===== config.mk =====
export PLATFORM = sky130hd
export DESIGN_NAME = rst_seq_gen_flat
export DESIGN_NICKNAME = d
export VERILOG_FILES = /design/src/rtl/rst_seq_gen_pkg.sv /design/src/rtl/rst_seq_gen_if.sv /design/src/rtl/rst_seq_gen_tick_cnt.sv /design/src/rtl/rst_seq_gen.sv /design/src/flat_wrapper.sv
export SDC_FILE = /design/constraint.sdc
export NUM_CORES = 1
export LEC_CHECK = 0
export CORE_UTILIZATION = 40
export DETAILED_ROUTE_END_ITERATION = 8
export HOLD_SLACK_MARGIN = 0.1
export PLACE_DENSITY = 0.56
export SYNTH_ARGS = -nofsm -noshare
export SYNTH_HDL_FRONTEND = slang
export SYNTH_SLANG_ARGS = --single-unit
export TNS_END_PERCENT = 1

===== constraint.sdc =====
create_clock -name clk -period 2.06 [get_ports clk]
set_input_delay 0.309 -clock clk [delete_from_list [all_inputs] [get_ports clk]]
set_output_delay 0.309 -clock clk [all_outputs]
set_load 0.01 [all_outputs]

===== src/rtl/rst_seq_gen_pkg.sv =====
// Shared definitions for the reset sequencer: state encoding and a width helper.
package rst_pkg;

  localparam logic [1:0] ST_HOLD    = 2'd0;
  localparam logic [1:0] ST_RELEASE = 2'd1;
  localparam logic [1:0] ST_IDLE    = 2'd2;

  typedef enum logic [1:0] {
    HOLD    = ST_HOLD,
    RELEASE = ST_RELEASE,
    IDLE    = ST_IDLE
  } state_t;

  function automatic int clog2(input int v);
    int r;
    r = 0;
    while ((1 << r) < v) r++;
    return r;
  endfunction

endpackage


===== src/rtl/rst_seq_gen_if.sv =====
// Request/status bundle between the reset sequencer and its controller.
interface rst_seq_gen_if #(
  parameter int NUM_DOMAINS = 3
);
  logic                   rst_req;
  logic [NUM_DOMAINS-1:0] rst_out;
  logic                   busy;
  logic                   req_ack;
  logic                   done;

  modport master (input rst_req, output rst_out, busy, req_ack, done);
  modport slave  (output rst_req, input rst_out, busy, req_ack, done);
endinterface


===== src/rtl/rst_seq_gen_tick_cnt.sv =====
// Cycle counter with clear/enable and terminal-count compare against a runtime limit.
module rst_tick_cnt #(
  parameter int CNT_WIDTH = 8
) (
  input  logic                 clk,
  input  logic                 rst,
  input  logic                 clr,
  input  logic                 en,
  input  logic [CNT_WIDTH-1:0] limit,
  output logic                 tc
);
  logic [CNT_WIDTH-1:0] cnt;

  always_ff @(posedge clk or posedge rst) begin
    if (rst)      cnt <= '0;
    else if (clr) cnt <= '0;
    else if (en)  cnt <= cnt + 1'b1;
  end

  assign tc = (cnt == limit);
endmodule


===== src/rtl/rst_seq_gen.sv =====
// Reset sequencer: holds all domains in reset, then releases them one by one, index 0 first.
module rst_seq_gen
  import rst_pkg::*;
#(
  parameter int NUM_DOMAINS = 3,
  parameter int HOLD_CYCLES = 16,
  parameter int GAP_CYCLES  = 4,
  parameter int CNT_WIDTH   = 8
) (
  input  logic                 clk,
  input  logic                 rst,
  rst_seq_gen_if.master        bus
);
  localparam int IDX_W = clog2(NUM_DOMAINS + 1);

  state_t                 state;
  logic [IDX_W-1:0]       idx;
  logic [NUM_DOMAINS-1:0] rst_out_q;
  logic                   busy_q, req_ack_q, done_q, req_q;
  logic                   tc, cnt_clr, cnt_en;
  logic [CNT_WIDTH-1:0]   cnt_lim;

  // The counter restarts on every state change and is held at zero while a request is active.
  assign cnt_lim = (state == HOLD) ? CNT_WIDTH'(HOLD_CYCLES - 1) : CNT_WIDTH'(GAP_CYCLES - 1);
  assign cnt_en  = (state != IDLE);
  assign cnt_clr = bus.rst_req | (state == IDLE) | tc;

  rst_tick_cnt #(.CNT_WIDTH(CNT_WIDTH)) u_cnt (
    .clk   (clk),
    .rst   (rst),
    .clr   (cnt_clr),
    .en    (cnt_en),
    .limit (cnt_lim),
    .tc    (tc)
  );

  always_ff @(posedge clk or posedge rst) begin
    if (rst) begin
      state     <= HOLD;
      idx       <= '0;
      rst_out_q <= '1;
      busy_q    <= 1'b1;
      req_ack_q <= 1'b0;
      done_q    <= 1'b0;
      req_q     <= 1'b0;
    end else begin
      req_q     <= bus.rst_req;
      req_ack_q <= bus.rst_req & ~req_q;
      done_q    <= 1'b0;
      if (bus.rst_req) begin
        // A request outranks any release due on this same edge.
        rst_out_q <= '1;
        busy_q    <= 1'b1;
        idx       <= '0;
        state     <= HOLD;
      end else begin
        case (state)
          HOLD: begin
            rst_out_q <= '1;
            if (tc) begin
              rst_out_q[0] <= 1'b0;
              idx          <= IDX_W'(1);
              if (NUM_DOMAINS == 1) begin
                state  <= IDLE;
                done_q <= 1'b1;
                busy_q <= 1'b0;
              end else begin
                state <= RELEASE;
              end
            end
          end
          RELEASE: begin
            if (tc) begin
              for (int i = 0; i < NUM_DOMAINS; i++)
                if (IDX_W'(i) == idx) rst_out_q[i] <= 1'b0;
              idx <= idx + 1'b1;
              if (idx == IDX_W'(NUM_DOMAINS - 1)) begin
                state  <= IDLE;
                done_q <= 1'b1;
                busy_q <= 1'b0;
              end
            end
          end
          IDLE: begin
            rst_out_q <= '0;
            busy_q    <= 1'b0;
          end
          default: state <= HOLD;
        endcase
      end
    end
  end

  assign bus.rst_out = rst_out_q;
  assign bus.busy    = busy_q;
  assign bus.req_ack = req_ack_q;
  assign bus.done    = done_q;
endmodule


===== src/flat_wrapper.sv =====
// flat-port wrapper written by rule: the top's interface ports become plain ports
module rst_seq_gen_flat import rst_pkg::*;
#(
  parameter int NUM_DOMAINS = 3,
  parameter int HOLD_CYCLES = 16,
  parameter int GAP_CYCLES  = 4,
  parameter int CNT_WIDTH   = 8
)
  (clk, rst, bus_rst_req, bus_rst_out, bus_busy, bus_req_ack, bus_done);
  rst_seq_gen_if #(.NUM_DOMAINS(NUM_DOMAINS)) bus_i ();
  input  logic clk;
  input  logic rst;
  input wire logic [$bits(bus_i.rst_req)-1:0] bus_rst_req;
  output wire logic [$bits(bus_i.rst_out)-1:0] bus_rst_out;
  output wire logic [$bits(bus_i.busy)-1:0] bus_busy;
  output wire logic [$bits(bus_i.req_ack)-1:0] bus_req_ack;
  output wire logic [$bits(bus_i.done)-1:0] bus_done;
  assign bus_i.rst_req = bus_rst_req;
  assign bus_rst_out = bus_i.rst_out;
  assign bus_busy = bus_i.busy;
  assign bus_req_ack = bus_i.req_ack;
  assign bus_done = bus_i.done;
  rst_seq_gen #(.NUM_DOMAINS(NUM_DOMAINS), .HOLD_CYCLES(HOLD_CYCLES), .GAP_CYCLES(GAP_CYCLES), .CNT_WIDTH(CNT_WIDTH)) u_core (.clk(clk), .rst(rst), .bus(bus_i));
endmodule

==> impl_metrics.csv, run 1 <==
group,metric,value,unit
critical_path,critPathTopFamily,"compound AO/OA/AOI/OAI gates",
die,io_pins,9,
clock_tree,clkTransAtPathRegs,0.12,ns
critical_path,required,2.31,ns
finish,fill_cells,243,
global_route,grt.met3_usage,3.448,%
clock_tree,clock-sinks,19,
routing,drc,0,
sta,final.setup.tns,0,ns
power,peakVddDrop,337.8,uV
clock_tree,cts-resized-gates,0,
routing,routedWlPerCell,14.28,um
clock_tree,clk_latency,0.31,ns
critical_path,r2r-start,"u_core.state[0]$_DFFE_PP0P_",
critical_path,critPathMaxFanout,7,
sta,skew,0.0009816,ns
global_route,antenna_found_initial,0,
yosys,synth.distinct_cells,36,
global_route,use_met1,25.78,%
finish,num_antenna_cells,0,
global_route,grt_pass1_vias,735,
sta,hold_violations,0,
clock_tree,cts_tree,"done",
yosys,seq_area_frac_synth,46.38,%
yosys,avgSynthCellArea,10.57,um2
die,dieArea,2797,um2
placed_design,place.gp.congestion,0.7580,
job,maxCapViolations,0,
global_route,grt_overflow_total,0,
sta,finalSetupViolCount,0,
sta,tightest_slew,0.3485,ns
placed_design,pre_cts_ws,0.1251,ns
critical_path,slowest_delay,0.39,ns
die,initial_core_util,42.20,%
yosys,synthesis.nets,109,
sta,fin_crit_sh,94.41,%
critical_path,cp.depth,6,
sta,hold_ws,0.3181,ns
yosys,yosysTopAreaCell,"dfrtp_1",
sta,maxSlewHeadroom,76.16,%
global_route,grt_use_met2,26.79,%
yosys,syn-cell-area,1036,um2
outcome,status,"finished clean",
routing,ant_nets,0,
critical_path,crit_chain,"inv_1, ha_1, and3_4, o211a_2, a31oi_1, mux2_1",
critical_path,startpoint_type,"flip-flop",
finish,drive_above_1_share,18.58,%
clock_tree,clockBufferDepth,2,
critical_path,critPathCaptureType,"flip-flop",
critical_path,crit_buf_inv,1,
sta,final_max_slew_viol_count,0,
die,fp.dieH,52.89,um
critical_path,worst_ep_arrival_time,2.19,ns
critical_path,r2r_setup_slack,0.12,ns
yosys,yosysWarnings,0,
clock_tree,hold_buffers,0,
clock_tree,cts_root_buffer,"clkbuf_4",
finish,area_growth,16.79,%
global_route,grt_pass1_wl,3519,um
finish,nNetsFinal,125,
placed_design,dp_hpwl,1554,um
routing,drt-initial-drc-count,14,
clock_tree,htree_levels,1,
power,cellPowerDensity,516.9,nW/um2
power,p_total,0.6254,mW
sta,fmaxAchievable,514.2,MHz
routing,finalWirelength,2042,um
yosys,synth_top_area_share,36.23,%
yosys,syn_inst,98,
die,coreArea,2455,um2
routing,avgViaCountPerCell,5.469,
die,die_w,52.89,um
yosys,async_reset_ff_share,100.0,%
clock_tree,postCtsSetupBuffers,0,
global_route,grt_max_degree,20,
sta,fin_ws,0.1151,ns
placed_design,dp_cells,139,
critical_path,rr_endpoint,"u_core.bus.rst_out[0]$_DFFE_PP1P_",
finish,finalNonFillerCells,143,
sta,rsz0062_at_grt,"false",
power,p_leak,0.4923,nW
sta,min_period,1.945,ns
min_path,hold_path.class,"in2async",
global_route,top_usage_layer,"met2",
global_route,grtUsageTotal,18.36,%
critical_path,worstSetupPathType,"reg2reg",
yosys,ys_ff_latch,19,
clock_tree,numCtsBuffers,3,
critical_path,r2r_cells,6,
critical_path,crit_path_top_delay_cell,"dfrtp_1",
die,rows,18,
routing,vias,782,
yosys,synth_edf_count,0,
yosys,synth_area_leaders,"dfrtp_1 (36%), dfstp_2 (10%), ha_1 (9.7%)",
placed_design,port_buffers,8,
routing,firstDrtPassIters,4,
yosys,synth_top_flop_cell,"dfrtp_1",
==> flip-flops by register name, summed over array words and instances (netlist names) <==
name / count
u_core.bus.rst_out: 3
u_core.u_cnt.cnt: 8
u_core.bus.done: 1
u_core.state: 2
u_core.bus.busy: 1
u_core.idx: 2
u_core.req_q: 1
u_core.bus.req_ack: 1
==> power breakdown <==
group          total (mW)  internal [mW]  switching [mW]
Clock               0.203         0.0741           0.128
Sequential          0.387          0.380         0.00624
Combinational      0.0364         0.0156          0.0207
Total               0.625          0.470           0.155
==> cell usage after synthesis (2+ instances only) <==
cell type	n
mux2_2	2
o2111ai_1	2
and3_1	2
inv_1	7
nand4_1	4
a21oi_1	4
xor2_1	5
ha_1	8
nand2_1	4
o21ai_0	2
nor2b_1	2
nor2_1	12
dfstp_2	4
dfrtp_1	15
nand2b_1	2
nand3_1	3
==> logic make-up after synthesis <==
logic type	share of synthesized area, %
xor gates and xnor gates	5.072
DFF	46.38
AOI/OAI and AO/OA	11.96
buffers and inverters	2.899
muxes	3.261
and+or+nand+nor	20.77
adders and majority gates	9.662
==> per-stage QoR <==
| step | cell area, um2 | util, % |
|---|---|---|
| after floorplan | 1036 | - |
| after global placement | 1180 | 48.06 |
| after detailed placement | 1180 | 48.06 |
| after CTS | 1210 | 49.29 |
| after global routing | 1210 | 49.29 |
| final | 1210 | 49.29 |
==> routing by layer <==
metal | vias to the layer above | wire (um)
met5 | - | 0
met4 | 0 | 47
met3 | 5 | 71
met2 | 19 | 927
met1 | 375 | 995
li1 | 383 | -
==> worst max path at each step <==
stage                                      startpoint                                 to  slack, ns
after floorplan           u_core.state[0]$_DFFE_PP0P_  u_core.bus.rst_out[0]$_DFFE_PP1P_       0.30
after detailed placement  u_core.state[0]$_DFFE_PP0P_  u_core.bus.rst_out[0]$_DFFE_PP1P_       0.13
after global routing      u_core.state[0]$_DFFE_PP0P_  u_core.bus.rst_out[0]$_DFFE_PP1P_      0.002
final                     u_core.state[0]$_DFFE_PP0P_  u_core.bus.rst_out[0]$_DFFE_PP1P_       0.12
after CTS                 u_core.state[0]$_DFFE_PP0P_  u_core.bus.rst_out[0]$_DFFE_PP1P_       0.11
after global placement    u_core.state[0]$_DFFE_PP0P_  u_core.bus.rst_out[0]$_DFFE_PP1P_       0.22
==> placed cells by master (no fill, tap or decap), types with 2 or more instances in the layout <==
cell	Yosys	final
a21oi_1	4	4
and3_1	2	2
buf_4	0	4
clkbuf_4	0	3
clkdlybuf4s50_1	0	8
dfrtp_1	15	15
dfstp_2	4	4
ha_1	8	8
inv_1	7	7
mux2_2	2	2
nand2_1	4	4
nand2b_1	2	2
nand3_1	3	3
nand4_1	4	4
nor2_1	12	12
nor2b_1	2	2
o2111ai_1	2	2
o21ai_0	2	2
xor2_1	5	5
==> tightest hold or removal path, cell delays in order <==
cell,delay [ns]
clkdlybuf4s50_1,0.40
inv_1,0.06
buf_4,0.25
==> final cells by class <==
cell class / instances / area (um2) / share of cell area (%)
clock buffer: 3 / 22.52 / 1.861
timing repair buffer: 12 / 110.1 / 9.100
clock inverter: 1 / 7.507 / 0.6205
inverter: 7 / 26.28 / 2.172
multi-input combinational: 71 / 525.5 / 43.43
sequential: 19 / 480.5 / 39.71
tap: 30 / 37.54 / 3.102
Power figures use the tool's default switching activity.
==> inputs of run 2 (changes only) <==
--- a/config.mk
+++ b/config.mk
@@ -5,10 +5,10 @@
 export SDC_FILE = /design/constraint.sdc
 export NUM_CORES = 1
 export LEC_CHECK = 0
-export CORE_UTILIZATION = 40
+export CORE_UTILIZATION = 45
 export DETAILED_ROUTE_END_ITERATION = 8
 export HOLD_SLACK_MARGIN = 0.1
-export PLACE_DENSITY = 0.56
+export PLACE_DENSITY = 0.62
 export SYNTH_ARGS = -nofsm -noshare
 export SYNTH_HDL_FRONTEND = slang
 export SYNTH_SLANG_ARGS = --single-unit
==> impl_metrics.csv, run 2 (synthesis results as in run 1) <==
group,metric,value,unit
outcome,status,"finished clean",
finish,drive_above_1_share,19.30,%
clock_tree,cts-resized-gates,0,
finish,area_growth,17.03,%
routing,routedWlPerCell,13.79,um
finish,regMostFlops,"u_core.u_cnt.cnt",
finish,nNetsFinal,126,
routing,drc,0,
finish,num_antenna_cells,0,
finish,fill_cells,199,
routing,vias,767,
clock_tree,postCtsSetupBuffers,0,
die,dieArea,2498,um2
placed_design,dp_hpwl,1412,um
routing,firstDrtPassIters,4,
min_path,hold_path.class,"in2async",
power,cellPowerDensity,507.5,nW/um2
clock_tree,clock-sinks,19,
placed_design,place.gp.congestion,0.8303,
sta,fin_ws,0.1506,ns
routing,drt-initial-drc-count,11,
sta,skew,0.001710,ns
critical_path,critPathMaxFanout,7,
die,rows,17,
die,coreArea,2191,um2
critical_path,worstSetupPathType,"reg2reg",
sta,rsz0062_at_grt,"false",
finish,largest_register_ff_count,8,
job,maxCapViolations,0,
sta,hold_violations,0,
placed_design,place_area,1185,um2
power,p_leak,0.5016,nW
clock_tree,htree_levels,1,
clock_tree,hold_buffers,0,
global_route,antenna_found_initial,0,
finish,finalNonFillerCells,142,
die,die_w,49.98,um
sta,final_max_slew_viol_count,0,
global_route,grtUsageTotal,18.23,%
clock_tree,clkTransAtPathRegs,0.11,ns
sta,min_period,1.909,ns
clock_tree,clk_latency,0.30,ns
finish,fin_util,55.34,%
clock_tree,numCtsBuffers,3,
routing,avgViaCountPerCell,5.401,
die,fp.dieH,49.98,um
finish,layout_commonest_cell,"dfrtp_1",
global_route,grt_max_degree,20,
die,io_pins,9,
critical_path,r2r_setup_slack,0.15,ns
routing,finalWirelength,1958,um
routing,ant_nets,0,
clock_tree,cts_root_buffer,"clkbuf_4",
critical_path,startpoint_type,"flip-flop",
power,peakVddDrop,376.0,uV
sta,tightest_slew,0.3449,ns
placed_design,dp_cells,138,
global_route,grt_pass1_wl,3367,um
sta,fmaxAchievable,523.7,MHz
clock_tree,clockBufferDepth,2,
critical_path,worst_ep_arrival_time,2.15,ns
placed_design,pre_cts_ws,0.1690,ns
sta,finalSetupViolCount,0,
global_route,grt_pass1_vias,749,
finish,design_area,1212,um2
sta,fin_crit_sh,92.69,%
sta,maxSlewHeadroom,76.92,%
critical_path,required,2.30,ns
placed_design,port_buffers,8,
finish,final_cell_mix,"dfrtp_1 (15), nor2_1 (12), ha_1 (8), clkdlybuf4s50_1 (8), inv_1 (7)",
die,initial_core_util,47.29,%
global_route,grt_overflow_total,0,
sta,final.setup.tns,0,ns
clock_tree,cts_tree,"done",
critical_path,critPathCaptureType,"flip-flop",
==> run 2: cell count changes in the layout (fill, tap and decap cells not counted), sizes merged <==
cell / before / now
clkinv: 0 / 1
buf: 4 / 5
clkinvlp: 1 / 0
==> run 2: per-layer routing <==
| layer | GRT usage (%) | vias up | routed length [um] |
|---|---|---|---|
| met5 | 0 | - | 0 |
| met4 | 8.571 | 0 | 27 |
| met3 | 3.704 | 4 | 42 |
| met2 | 27.78 | 12 | 882 |
| met1 | 24.51 | 373 | 1005 |
| li1 | - | 378 | - |
==> run 2: final cells by class <==
type	count	area [um2]	area share (%)
multi-input cells	71	525.5	43.34
inverters	7	26.28	2.167
repair buffers	13	117.6	9.701
well taps	28	35.03	2.890
clock inverters	1	5.005	0.4128
flip-flops and latches	19	480.5	39.63
clock buffers	3	22.52	1.858
==> run 2: report_power, final <==
group / internal, mW / switching [mW] / total (mW)
clock network: 0.0724 / 0.120 / 0.192
registers: 0.380 / 0.00627 / 0.387
logic: 0.0156 / 0.0208 / 0.0364
total: 0.468 / 0.147 / 0.615
==> run 2: worst paths after layout <==
check	from	to	depth (start not counted)
worst max-delay path	u_core.state[0]$_DFFE_PP0P_	u_core.bus.rst_out[0]$_DFFE_PP1P_	6
worst min-delay path	rst	u_core.state[1]$_DFFE_PP0P_	3
worst max register to register	u_core.state[0]$_DFFE_PP0P_	u_core.bus.rst_out[0]$_DFFE_PP1P_	6
worst min register to register	u_core.req_q$_DFF_PP0_	u_core.bus.req_ack$_DFF_PP0_	1
max in group asynchronous	rst	u_core.bus.busy$_DFFE_PP1P_	3
min in group clk	u_core.req_q$_DFF_PP0_	u_core.bus.req_ack$_DFF_PP0_	1
==> run 2: worst max-delay path: stages (launching register included) <==
cell	delay (ns)
dfrtp_1	0.40
inv_1	0.09
ha_1	0.29
and3_4	0.23
o211a_2	0.31
a31oi_1	0.19
mux2_1	0.34
==> run 2: metrics by stage <==
step / hold WS, ns / power (mW)
2_1_floorplan: 0.2572 / 0.4137
3_3_place_gp: 0.3872 / 0.4303
3_5_place_dp: 0.3907 / 0.4303
4_1_cts: 0.3255 / 0.6229
5_1_grt: 0.3475 / 0.6474
6_report: 0.3143 / 0.6153
